`config.mk`:
```
export PLATFORM = sky130hd
export DESIGN_NAME = microstep_hbridge
export DESIGN_NICKNAME = d
export VERILOG_FILES = /design/src/rtl/hbridge_pkg.sv /design/src/rtl/sine_quarter_lut.sv /design/src/rtl/microstep_hbridge.sv
export SDC_FILE = /design/constraint.sdc
export NUM_CORES = 1
export LEC_CHECK = 0
export CAP_MARGIN = 0
export CORE_AREA = 2 2 154 156
export CTS_CLUSTER_DIAMETER = 150
export DETAILED_ROUTE_END_ITERATION = 7
export DIE_AREA = 0 0 156 158
export PLACE_DENSITY = 0.78
export SYNTH_ARGS = -nofsm -noshare
export SYNTH_HDL_FRONTEND = slang
export SYNTH_SLANG_ARGS = --single-unit
```
`constraint.sdc`:
```
create_clock -name clk -period 13.6 [get_ports clk]
set_input_delay 3.4 -clock clk [delete_from_list [all_inputs] [get_ports clk]]
set_output_delay 3.4 -clock clk [all_outputs]
set_load 0.02 [all_outputs]
```
`src/rtl/hbridge_pkg.sv`:
```
// hbridge_pkg: shared phase-width helper, quadrant codes and bridge output modes
package hbridge_pkg;
  localparam logic [1:0] QUAD_0 = 2'd0;
  localparam logic [1:0] QUAD_1 = 2'd1;
  localparam logic [1:0] QUAD_2 = 2'd2;
  localparam logic [1:0] QUAD_3 = 2'd3;
  typedef enum logic [1:0] {MODE_OFF, MODE_BRAKE, MODE_DRIVE} mode_t;
  function automatic int phase_bits(input int ms_log2_max);
    return ms_log2_max + 2;
  endfunction
endpackage

```
`src/rtl/sine_quarter_lut.sv`:
```
// sine_quarter_lut: registered dual-port quarter-wave sine ROM, N+1 entries built at elaboration
module sine_quarter_lut #(
  parameter int PWM_WIDTH = 8,
  parameter int MS_LOG2_MAX = 8
) (
  input  logic                   clk,
  input  logic                   resetn,
  input  logic [MS_LOG2_MAX:0]   idx_a,
  input  logic [MS_LOG2_MAX:0]   idx_b,
  output logic [PWM_WIDTH-1:0]   mag_a,
  output logic [PWM_WIDTH-1:0]   mag_b
);
  localparam int N = 1 << MS_LOG2_MAX;
  logic [PWM_WIDTH-1:0] rom [0:N];
  function automatic logic [PWM_WIDTH-1:0] lut_val(input int k);
    real s;
    s = $sin(3.141592653589793 * real'(k) / (2.0 * real'(N)));
    return PWM_WIDTH'($rtoi(s * real'((1 << PWM_WIDTH) - 1) + 0.5));
  endfunction
  for (genvar k = 0; k <= N; k++) begin : g_rom
    assign rom[k] = lut_val(k);
  end
  always_ff @(posedge clk or negedge resetn)
    if (!resetn) begin
      mag_a <= '0;
      mag_b <= '0;
    end else begin
      mag_a <= rom[idx_a];
      mag_b <= rom[idx_b];
    end
endmodule

```
`src/rtl/microstep_hbridge.sv`:
```
// microstep_hbridge: step/dir to sine/cosine microstepping dual H-bridge with wrap-aligned PWM
module microstep_hbridge
  import hbridge_pkg::*;
#(
  parameter int PWM_WIDTH = 8,
  parameter int MS_LOG2_MAX = 8,
  parameter int IDLE_BITS = 20,
  localparam int PHASE_BITS = phase_bits(MS_LOG2_MAX)
) (
  input  logic                  clk,
  input  logic                  resetn,
  input  logic                  step,
  input  logic                  dir,
  input  logic                  enable,
  input  logic                  brake,
  input  logic [3:0]            microstep_log2,
  input  logic [7:0]            current,
  input  logic [7:0]            idle_current,
  output logic                  phase_a1,
  output logic                  phase_a2,
  output logic                  phase_b1,
  output logic                  phase_b2,
  output logic                  vref_a,
  output logic                  vref_b,
  output logic                  idle,
  output logic [PHASE_BITS-1:0] electrical_phase
);
  localparam logic [MS_LOG2_MAX:0] FULL = {1'b1, {MS_LOG2_MAX{1'b0}}};
  logic step_r, step_q, en_r, brk_r, accept, wrap, odd;
  logic sa_l, sb_l, sa_p, sb_p, sa, sb, vref_a_r, vref_b_r;
  logic [PWM_WIDTH-1:0] pwm_cnt, mag_a, mag_b, pend_a, pend_b, duty_a, duty_b, brake_duty, lim_a, lim_b;
  logic [IDLE_BITS-1:0] idle_cnt;
  logic [MS_LOG2_MAX:0] i_ext, idx_a, idx_b;
  logic [PHASE_BITS-1:0] inc;
  logic [1:0] q;
  logic [7:0] cur;
  int ms_c;
  mode_t mode;
  function automatic logic [PWM_WIDTH-1:0] scale(input logic [PWM_WIDTH-1:0] m, input logic [7:0] c);
    logic [PWM_WIDTH+7:0] p;
    p = {8'b0, m} * {{PWM_WIDTH{1'b0}}, c};
    return p[PWM_WIDTH+7:8];
  endfunction
  always_comb begin
    idle = &idle_cnt;
    cur = idle ? idle_current : current;
    accept = step_r & ~step_q & en_r & ~brk_r;
    wrap = &pwm_cnt;
    ms_c = (int'(microstep_log2) > MS_LOG2_MAX) ? MS_LOG2_MAX : int'(microstep_log2);
    inc = PHASE_BITS'(1) << (MS_LOG2_MAX - ms_c);
    q = electrical_phase[PHASE_BITS-1 -: 2];
    odd = (q == QUAD_1) | (q == QUAD_3);
    i_ext = {1'b0, electrical_phase[MS_LOG2_MAX-1:0]};
    idx_a = odd ? FULL - i_ext : i_ext;
    idx_b = odd ? i_ext : FULL - i_ext;
    brake_duty = scale({PWM_WIDTH{1'b1}}, cur);
    lim_a = brk_r ? brake_duty : duty_a;
    lim_b = brk_r ? brake_duty : duty_b;
    mode = ~en_r ? MODE_OFF : brk_r ? MODE_BRAKE : MODE_DRIVE;
    phase_a1 = (mode == MODE_BRAKE) | ((mode == MODE_DRIVE) & sa);
    phase_a2 = (mode == MODE_BRAKE) | ((mode == MODE_DRIVE) & ~sa);
    phase_b1 = (mode == MODE_BRAKE) | ((mode == MODE_DRIVE) & sb);
    phase_b2 = (mode == MODE_BRAKE) | ((mode == MODE_DRIVE) & ~sb);
    vref_a = (mode != MODE_OFF) & vref_a_r;
    vref_b = (mode != MODE_OFF) & vref_b_r;
  end
  sine_quarter_lut #(.PWM_WIDTH(PWM_WIDTH), .MS_LOG2_MAX(MS_LOG2_MAX)) u_lut (
    .clk(clk), .resetn(resetn), .idx_a(idx_a), .idx_b(idx_b), .mag_a(mag_a), .mag_b(mag_b)
  );
  always_ff @(posedge clk or negedge resetn)
    if (!resetn) begin
      {step_r, step_q, en_r, brk_r, vref_a_r, vref_b_r} <= '0;
      {sa_l, sb_l, sa_p, sb_p, sa, sb} <= '1;
      pwm_cnt <= '0;
      idle_cnt <= '0;
      electrical_phase <= '0;
      {pend_a, pend_b, duty_a, duty_b} <= '0;
    end else begin
      step_r <= step;
      step_q <= step_r;
      en_r <= enable;
      brk_r <= brake;
      pwm_cnt <= pwm_cnt + 1'b1;
      if (accept) electrical_phase <= dir ? electrical_phase + inc : electrical_phase - inc;
      idle_cnt <= accept ? '0 : idle ? idle_cnt : idle_cnt + 1'b1;
      sa_l <= (q == QUAD_0) | (q == QUAD_1);
      sb_l <= (q == QUAD_0) | (q == QUAD_3);
      pend_a <= scale(mag_a, cur);
      pend_b <= scale(mag_b, cur);
      sa_p <= sa_l;
      sb_p <= sb_l;
      // active duty/sign only move at the period boundary so a PWM period is never torn
      if (wrap) begin
        duty_a <= pend_a;
        duty_b <= pend_b;
        sa <= sa_p;
        sb <= sb_p;
      end
      vref_a_r <= pwm_cnt < lim_a;
      vref_b_r <= pwm_cnt < lim_b;
    end
endmodule

```
==> reports/summary.txt <==
Worst-Margin Slew: 1.16 ns
DIE WIDTH: 156 um
Core box area: 23100 um2
Fin. max-slew vios: 0
RSZ-0062 raised after global routing: no
Mapped Cells: 1640
GR peak layer: met2
Initial antenna violation count: 0
GR Layer Usage met1: 39.2%
Vias per cell: 6.46
Crit. End Element: register
Final Setup Violations: 0
GPL Wtd Cong: 0.998
Area growth syn-to-layout: 5.70%
Yosys top cell area share: 16.7%
Hold Crit Depth: 0
Port bufs: 42
Tcrit/Tclk final: 68.8%
Max Freq: 107 MHz
Gr ovfl total: 0
Area leader, netlist: dfrtp_1
Global-route wire length before repair: 59.6 mm
Worst R2R End: vref_b_r
# IOs: 43
Hold Vio Cnt, Final: 0
Worst Hold Launch: sa_l
Final wirelength: 36.0 mm
Grt met3 use: 3.59%
Async SR Flop Fraction: 100%
Net Count, Synth: 1894
WL/cell: 18.8 um
Starting DRC count in detailed routing: 1340
Post-Syn Area: 13800 um2
CP Max Fanout: 21
Synth cell types: 106
DRC viols: 0
WHS Endpoint: sa_p
CTS resizes: 0
Status: complete, no violations
Max cap viols: 0
YS warnings: 0
Crit Path Category: in2reg
Initial Util: 59.7%
Commonest cells post-synth: nand2_1 (195), inv_1 (153), ha_1 (136), a21oi_1 (97), nor2_1 (97)
Site Rows: 56
Grt met2 use: 50.8%
Largest net degree at the start of global routing: 84
DRT Pass-1 Iters: 5
Top cells by area, synth: dfrtp_1 (17%), fa_1 (13%), ha_1 (12%), nand2_1 (5.3%), inv_1 (4.2%)
Seq/Total Area, Yosys: 17.9%
EDFF count, synth: 0
TritonCTS clock tree: built
Worst-skew pair later-pin latency: 0.36 ns
Die area: 24600 um2
Filler cell count: 1964
Detail Route Antenna Nets: 0
CTS H-tree lvls: 3
Startpoint Class: input pin
Final #Nets: 1875
Setup Skew: 0.0149 ns
Postcts setup bufs: 0
Clock-pin slew of the registers on the worst-case setup and hold paths: 0.08 ns
Die Span Y: 158 um
Mean Syn Cell Area: 8.39 um2
Post-route setup TNS: 0 ns
Worst path arrival time: 9.62 ns
Yosys reg bits: 98
Slew margin rel.: 22.4%
Top-count cell post-synth: nand2_1
CTS Buf Count: 9
Worst r2r path cells: 25
Vias in the first global route: 11900
Layout cells sized above 1: 7.44%
DP HPWL: 26.4 mm
Worst R2R Setup Slack: 5.70 ns
HP Class: reg2reg
GRT Overall Usage: 29.8%
CTS root buf: clkbuf_16
Hold_buf cts: 0
Clock period minus final worst setup slack: 9.36 ns
CTS max path bufs: 2
Via Count: 12400
Clock sink total: 98
Synth Flop Type: dfrtp_1
Worst r2r src: idle_cnt[0]
Worst path required time: 13.86 ns
Ant diodes: 0
-- metal layers --
| layer | vias to the layer above | wire length (um) | part of all wire, % |
|---|---|---|---|
| li1 | 5723 | - | - |
| met3 | 119 | 2370 | 6.6 |
| met1 | 5971 | 15000 | 42 |
| met2 | 556 | 17200 | 48 |
| met5 | - | 0 | 0 |
| met4 | 0 | 1400 | 3.9 |
-- sequential cells by signal, indices dropped and copies added, names as in the netlist, 8 cells and up --
name              flops
duty_a                8
duty_b                8
electrical_phase     10
idle_cnt             20
pend_a                8
pend_b                8
pwm_cnt               8
u_lut.mag_a           8
u_lut.mag_b           8
-- worst max-delay path by stage --
stage	from	to	cells after the start
final	current[7]	vref_b_r	22
after global routing	current[7]	vref_b_r	22
after CTS	current[7]	vref_b_r	22
after detailed placement	current[7]	vref_b_r	22
after global placement	current[7]	vref_b_r	21
after floorplan	current[7]	vref_b_r	22
-- critical path, stage by stage --
cell,delay (ns)
clkdlybuf4s50_1,0.39
nand2_1,0.06
nand2_1,0.48
fa_1,0.89
inv_1,0.14
fa_1,0.56
inv_1,0.06
fa_1,0.52
inv_1,0.05
fa_1,0.49
inv_1,0.04
ha_1,0.27
a21boi_0,0.14
o31ai_1,0.48
nand2b_1,0.17
a21oi_1,0.22
xnor2_1,0.17
mux2i_1,0.12
ha_1,0.33
a21oi_1,0.17
o21ai_0,0.14
a221oi_1,0.30
-- final cells by class --
class | instances | area [um2] | share of cell area [%]
flip-flops and latches | 98 | 2460 | 16.9
well taps | 290 | 363 | 2.50
clock buffers | 9 | 225 | 1.55
repair buffers | 67 | 606 | 4.16
clock inverters | 7 | 78.8 | 0.542
multi-input cells | 1291 | 10200 | 70.4
inverters | 154 | 578 | 3.97
-- placed cells by master, fill, tap and decap left out, types with 12 or more instances in the layout --
cell type	count
a21o_1	16
or3_1	15
buf_4	26
clkdlybuf4s50_1	41
xor2_1	35
o211ai_1	22
ha_1	136
nor3_1	39
nand3_1	29
mux2_2	20
o21ai_0	82
nor2_1	96
dfrtp_1	92
nand2_1	195
and3_1	14
inv_1	153
fa_1	92
nand4_1	19
a31oi_1	24
and2_1	71
xnor2_1	41
a21oi_1	97
o21ai_1	12
a211oi_1	24
o221ai_1	12
-- cell families (layout without fill, tap and decap cells) --
family,after synthesis,count (layout),share of synthesized area [%]
DFF,98,98,17.9
muxes,30,30,2.36
AOI/OAI and AO/OA,414,414,20.9
and+or+nand+nor,536,536,19.5
adders and majority gates,228,228,25.8
buffers and inverters,251,237,7.77
xor gates and xnor gates,83,83,5.83
-- stage by stage --
| step | utilization, % | hold WS (ns) | instances | cell area (um2) | setup WS [ns] |
|---|---|---|---|---|---|
| 2_1_floorplan | - | 0.345 | 1640 | 13800 | 5.00 |
| 3_3_place_gp | 61.8 | 0.356 | 1900 | 14200 | 4.05 |
| 3_5_place_dp | 61.8 | 0.356 | 1900 | 14200 | 3.90 |
| 4_1_cts | 63.1 | 0.379 | 1916 | 14500 | 4.26 |
| 5_1_grt | 63.1 | 0.383 | 1916 | 14500 | 3.78 |
| 6_report | 63.1 | 0.383 | 1916 | 14500 | 4.24 |
Power is not shown: default switching activity piles up to over one toggle a cycle in this logic, so the estimate is an artifact.
